--- config.mk ---
export PLATFORM = sky130hd
export DESIGN_NAME = mem_arbiter
export DESIGN_NICKNAME = d
export VERILOG_FILES = /design/src/rtl/mem_arbiter.sv
export SDC_FILE = /design/constraint.sdc
export NUM_CORES = 1
export LEC_CHECK = 0
export CELL_PAD_IN_SITES_DETAIL_PLACEMENT = 1
export CELL_PAD_IN_SITES_GLOBAL_PLACEMENT = 2
export CORE_MARGIN = 10
export CORE_UTILIZATION = 10
export DETAILED_ROUTE_END_ITERATION = 12
export PLACE_DENSITY = 0.95
export RECOVER_POWER = 50
export SYNTH_ARGS = -nofsm -noshare
export SYNTH_HDL_FRONTEND = slang
export SYNTH_SLANG_ARGS = --single-unit
--- constraint.sdc ---
create_clock -name clk -period 2 [get_ports clk]
set_input_delay 0.5 -clock clk [delete_from_list [all_inputs] [get_ports clk]]
set_output_delay 0.5 -clock clk [all_outputs]
set_load 0.05 [all_outputs]
--- src/rtl/mem_arbiter.sv ---
// Two-master arbiter in front of one shared memory slave (m0 = instruction bus, m1 = data bus).
// Define MEM_ARB_RR_EN for round-robin on simultaneous requests; otherwise m1 has fixed priority.
module mem_arbiter #(
  parameter int unsigned ADDR_W = 32,
  parameter int unsigned DATA_W = 32
) (
  input  logic                clk,
  input  logic                rst,
  input  logic                m0_valid,
  input  logic [ADDR_W-1:0]   m0_addr,
  input  logic [DATA_W-1:0]   m0_wdata,
  input  logic [DATA_W/8-1:0] m0_wstrb,
  output logic [DATA_W-1:0]   m0_rdata,
  output logic                m0_ready,
  input  logic                m1_valid,
  input  logic [ADDR_W-1:0]   m1_addr,
  input  logic [DATA_W-1:0]   m1_wdata,
  input  logic [DATA_W/8-1:0] m1_wstrb,
  output logic [DATA_W-1:0]   m1_rdata,
  output logic                m1_ready,
  output logic                s_valid,
  output logic [ADDR_W-1:0]   s_addr,
  output logic [DATA_W-1:0]   s_wdata,
  output logic [DATA_W/8-1:0] s_wstrb,
  input  logic [DATA_W-1:0]   s_rdata,
  input  logic                s_ready,
  output logic [1:0]          grant
);

  typedef enum logic [1:0] {StIdle, StGnt0, StGnt1} state_e;

  state_e state_q;
  logic   pick_m1;

`ifdef MEM_ARB_RR_EN
  // Remembers who was granted last; m1 after reset so m0 wins the first tie.
  logic last_m1_q;

  always_ff @(posedge clk or negedge rst) begin
    if (!rst) begin
      last_m1_q <= 1'b1;
    end else if (state_q == StIdle && (m0_valid || m1_valid)) begin
      last_m1_q <= pick_m1;
    end
  end

  assign pick_m1 = m1_valid && (!m0_valid || !last_m1_q);
`else
  assign pick_m1 = m1_valid;
`endif

  always_ff @(posedge clk or negedge rst) begin
    if (!rst) begin
      state_q <= StIdle;
      grant   <= 2'b00;
    end else begin
      case (state_q)
        StIdle: begin
          if (pick_m1) begin
            state_q <= StGnt1;
            grant   <= 2'b10;
          end else if (m0_valid) begin
            state_q <= StGnt0;
            grant   <= 2'b01;
          end
        end
        // Ownership ends only on the slave completion pulse; no preemption.
        StGnt0, StGnt1: begin
          if (s_ready) begin
            state_q <= StIdle;
            grant   <= 2'b00;
          end
        end
        default: begin
          state_q <= StIdle;
          grant   <= 2'b00;
        end
      endcase
    end
  end

  always_comb begin
    s_valid = 1'b0;
    s_addr  = '0;
    s_wdata = '0;
    s_wstrb = '0;
    case (state_q)
      StGnt0: begin
        s_valid = m0_valid;
        s_addr  = m0_addr;
        s_wdata = m0_wdata;
        s_wstrb = m0_wstrb;
      end
      StGnt1: begin
        s_valid = m1_valid;
        s_addr  = m1_addr;
        s_wdata = m1_wdata;
        s_wstrb = m1_wstrb;
      end
      default: ;
    endcase
  end

  // Spurious s_ready in idle falls through here with both readies low.
  assign m0_ready = (state_q == StGnt0) && s_ready;
  assign m1_ready = (state_q == StGnt1) && s_ready;
  assign m0_rdata = m0_ready ? s_rdata : '0;
  assign m1_rdata = m1_ready ? s_rdata : '0;

endmodule

# Word-level counts from Yosys, hierarchy flattened
# Index checks and enable logic that the tools add are counted.
# Widths: inputs -> output; s select.
# op_classes
n_lt_le_gt_ge	0
eq_ne	4
bitwise_logic	0
shift	0
n_addsub	0
mux	10
div	0
n_reduce_logical	5
n_mul	0
# op_table
op	n
$pmux 32 s2	2
$mux 32	2
$pmux 4 s2	1
$mux 2	3
$pmux 2 s2	1
$ne 3x3->1 const B	1
$eq 2x1->1 const B	1
$eq 2x2->1 const B	1
$logic_and 1x1->1	2
$logic_not 2->1	1
$ne 2x2->1 const B	1
$pmux 1 s2	1
$reduce_and 2->1	1
$reduce_or 2->1	1
# word_totals
ramBits	0
rom_bits	0
regBits	2
elab_cells	20
mem_count	0
latchBits	0

# Logic depth before layout (Yosys ltp)
# logic_depth
ltp_word	4
ltp_mapped	6
depth_no_buf	5

# Worst setup path before layout
# OpenSTA, ideal clock, no wires.
# synth_timing
path_kind	register to output
from	register state_q[1]
to	output s_addr[10]
stages_incl_launch_ff	6
arrival_time_ns	2.186
setup_slack_ns	-0.686
n_path_buf	2
path_cell_list	dfrtp_1 > inv_1 > ha_1 > buf_2 > buf_4 > nor2b_1
# synth_between
elab_chain_len	2
word_cells_on_any_way	3
cone_classes	eq/ne: 2; mux: 1
# synth_lines
element	line	text
from (decl)	32	state_e state_q;
from (signal assigned)	54	state_q <= StIdle;
from (signal assigned)	60	state_q <= StGnt1;
from (signal assigned)	63	state_q <= StGnt0;
$eq 2x2->1 or $eq 2x1->1 (tied branches)	87	case (state_q)
$pmux 32 s2 *	87	
to (decl)	22	output logic [ADDR_W-1:0] s_addr,
# Every way passes the cells marked *; elsewhere a longest branch is shown, timed or not.

# Worst setup path in the final report
# layout_timing
from	register state_q[1]
to	output s_wdata[2]
# layout_between
elab_chain_len	2
word_cells_on_any_way	3
cone_classes	eq/ne: 2; mux: 1
# layout_lines
element	line	text
$eq 2x2->1 or $eq 2x1->1 (tied branches)	87	
$pmux 32 s2 *	87	
to (decl)	23	output logic [DATA_W-1:0] s_wdata,
# Marks and branches as above.

==> flow_summary.json <==
{
  "status": "finished, violations left",
  "violations": "setup timing",
  "htree_num_levels": 1,
  "maxCapViolCount": 0,
  "synth_xor_area_share_pct": 0,
  "grt_max_degree": 68,
  "switchingPower_mw": 5.60,
  "reg_top3": "state_q (2)",
  "layout-drive-gt1-share_pct": 69.2,
  "grt_usage_pct": 16.0,
  "worst_slew_pin_slew_ps": 619,
  "path_cells": "buf_6 > ha_4 > buf_12 > buf_16 > a22oi_2 > nor2b_4 > buf_12",
  "num_rows": 47,
  "p_leak_nw": 3.18,
  "initial_utilization_pct": 10.2,
  "syn_to_final_growth_pct": 402,
  "dp.cells": 758,
  "pwr-share-seq_pct": 0.8,
  "ys_types": 17,
  "ys.flop_type": "dfrtp_1",
  "drt_iter0_markers": 55,
  "synth_edf_count": 0,
  "yosys.area_share.simple_pct": 50.6,
  "post-route-period-util_pct": 112,
  "die-height_um": 150,
  "critPathTopFamily": "buffers and inverters",
  "synthCells": 254,
  "synth_fa_ha_area_share_pct": 2.21,
  "seq_area_sq_um": 52.6,
  "first_global_vias": 4075,
  "worst_path_most_repeated_cell": "buf_12",
  "clk_latency_ps": 220,
  "chipWidth_um": 150,
  "switching_share_pct": 45.7,
  "fin_crit_ps": 2240,
  "synthMuxAreaShare_pct": 0,
  "cp_slowest_cell": "dfrtp_2",
  "cts_tree": "done",
  "gp_congestion": 0.834,
  "clkTransAtPathRegs_ps": 30,
  "endpoint_kind": "output pin",
  "antenna_found_initial": 1,
  "rsz0062_at_grt": "yes",
  "ir_worst_vdd_v": 0.00100,
  "core_area_sq_um": 16600,
  "clock-root-buffer": "clkbuf_16",
  "multi_input_area_sq_um": 2640,
  "finalSetupViolCount": 135,
  "via_per_inst": 4.40,
  "place_ws_ps": -14.6,
  "cts-hold-fix-buffers": 0,
  "ys_seq_elements": 2,
  "clockBufferDepth": 2,
  "ys_warn_count": 0,
  "synthTopCellsByArea": "a22oi_1 30%, nor2b_1 25%, and3_1 24%, buf_2 4.1%, buf_4 3.5%",
  "nets": 760,
  "path_class": "reg2out",
  "hold_ws_ps": 514,
  "syn_area_sq_um": 1700,
  "avgSynthCellArea_sq_um": 6.70,
  "synth-async-reset-ratio_pct": 100,
  "synth-compound-area-share_pct": 31.9,
  "cp.arrival_ps": 1740,
  "critPathMaxStageDelay_ps": 430,
  "cts_buffers": 3,
  "final_hold_viol_count": 0,
  "timing.fmax_mhz": 447,
  "total_power_mw": 12.2,
  "slew_viol_final": 0,
  "clkPwrFrac_pct": 2.5,
  "synth.top_cells.by_count": "69 x a22oi_1, 69 x nor2b_1, 64 x and3_1",
  "overflow": 0,
  "path_buf_inv": 4,
  "port_buffers": 309,
  "nFillCells": 1579,
  "grt_pass1_wl_um": 27500,
  "cts.sinks": 2,
  "hold_path_class": "in2async",
  "clock_skew_ps": 2.37,
  "place_hpwl_um": 14500,
  "synth_fp_nets": 430,
  "p_int_mw": 6.65,
  "ys_seq_area_share_pct": 2.94,
  "instances_no_fill": 803,
  "largest_register": "state_q",
  "largest_reg_flops": 2,
  "crit_fanout": 7,
  "netlist.top_cell.by_area": "a22oi_1",
  "drtAntennaViolNets": 0,
  "io_pins": 310,
  "synth_top_family_by_area": "simple AND/OR/NAND/NOR gates",
  "powerDensity_nw_per_um2": 1430,
  "pwr-share-comb_pct": 96.8,
  "die-area_sq_um": 22600,
  "cp-start-kind": "register",
  "drc": 0,
  "setup_slack_ps": -235,
  "drt-total-wl_um": 21400,
  "via_count": 3532,
  "firstDrtPassIters": 4,
  "slew_headroom_pct": 58.9,
  "synth_top_area_share_pct": 30.4,
  "drt-wirelength-per-cell_um": 26.6,
  "cp.required_ps": 1500
}
path summary, 6_finish.rpt:
kind	from	to	slack, ps	cells past startpoint
min	rst	state_q[1]$_DFFE_PN0P_	510	1
min in group clk	state_q[0]$_DFFE_PN0P_	state_q[0]$_DFFE_PN0P_	780	3
min reg2reg	state_q[0]$_DFFE_PN0P_	state_q[0]$_DFFE_PN0P_	780	3
max in group asynchronous	rst	state_q[0]$_DFFE_PN0P_	1340	1
max reg2reg	state_q[1]$_DFFE_PN0P_	state_q[1]$_DFFE_PN0P_	100	9
max	state_q[1]$_DFFE_PN0P_	s_wdata[2]	-240	7
metrics by stage:
stage	util [%]	setup TNS, ps	cell area [sq um]
4_1_cts	47.6	-19010	7930
3_3_place_gp	42.7	0	7100
5_1_grt	51.4	-29010	8550
3_5_place_dp	42.7	-33.5	7100
2_1_floorplan	-	-2380	2440
6_report	51.4	-21760	8550
power by group through the flow:
| stage | Combinational [mW] | Clock [mW] | Sequential, mW |
|---|---|---|---|
| final | 11.8 | 0.304 | 0.0923 |
| after global routing | 12.3 | 0.311 | 0.0957 |
| after CTS | 10.4 | 0.309 | 0.0854 |
| after detailed placement | 9.00 | 0 | 0.0840 |
| after global placement | 8.80 | 0 | 0.0815 |
| after floorplan | 5.18 | 0 | 0.137 |
logic make-up after synthesis:
kind of cell	after synthesis
compound gates	73
fa+ha+maj	3
buf+inv	38
flops	2
simple gates	138
cell usage in the layout, fill, tap and decap left out:
cell,n
buf_8,2
a22oi_1,1
a31o_2,1
ha_4,3
buf_12,145
nand2_1,1
nand2b_1,2
nor2b_4,69
clkbuf_1,1
buf_2,1
bufbuf_16,1
diode_2,1
a22oi_2,68
dlygate4sd3_1,1
buf_4,6
clkdlybuf4s50_1,170
and2_4,2
buf_6,9
clkbuf_16,13
inv_4,2
buf_16,15
a21oi_1,2
and3_4,57
o22ai_1,1
dfrtp_2,2
and3_2,7
worst reg2reg max path, cell delays in order, from the launching register on:
cell and delay (ps):
dfrtp_2 400, inv_4 50, buf_6 120, ha_4 270, buf_6 150, buf_6 130
buf_4 130, nand2b_1 200, o22ai_1 120, a31o_2 210
metal layers:
layer  up-vias  track usage [%]  wire length, um
met3         8             6.51             2330
met1      1705             17.0             7820
met4         0             2.33              189
met2       204             29.4            11000
li1       1615                -                -
met5         -                0                0
cell type report:
| type | count | area share [%] |
|---|---|---|
| multi-input cells | 214 | 30.8 |
| well taps | 220 | 3.22 |
| inverters | 2 | 0.146 |
| clock buffers | 3 | 0.878 |
| diodes | 1 | 0.0293 |
| repair buffers | 361 | 64.3 |
| flip-flops and latches | 2 | 0.615 |
what timing repair did:
item                                    CTS  global route
cloned                                   12            14
resized for setup                        83            60
endpoints found under the setup margin  135           135
pin swaps                                 3            11
setup buffers                             8             8
Power figures use the tool's default switching activity.
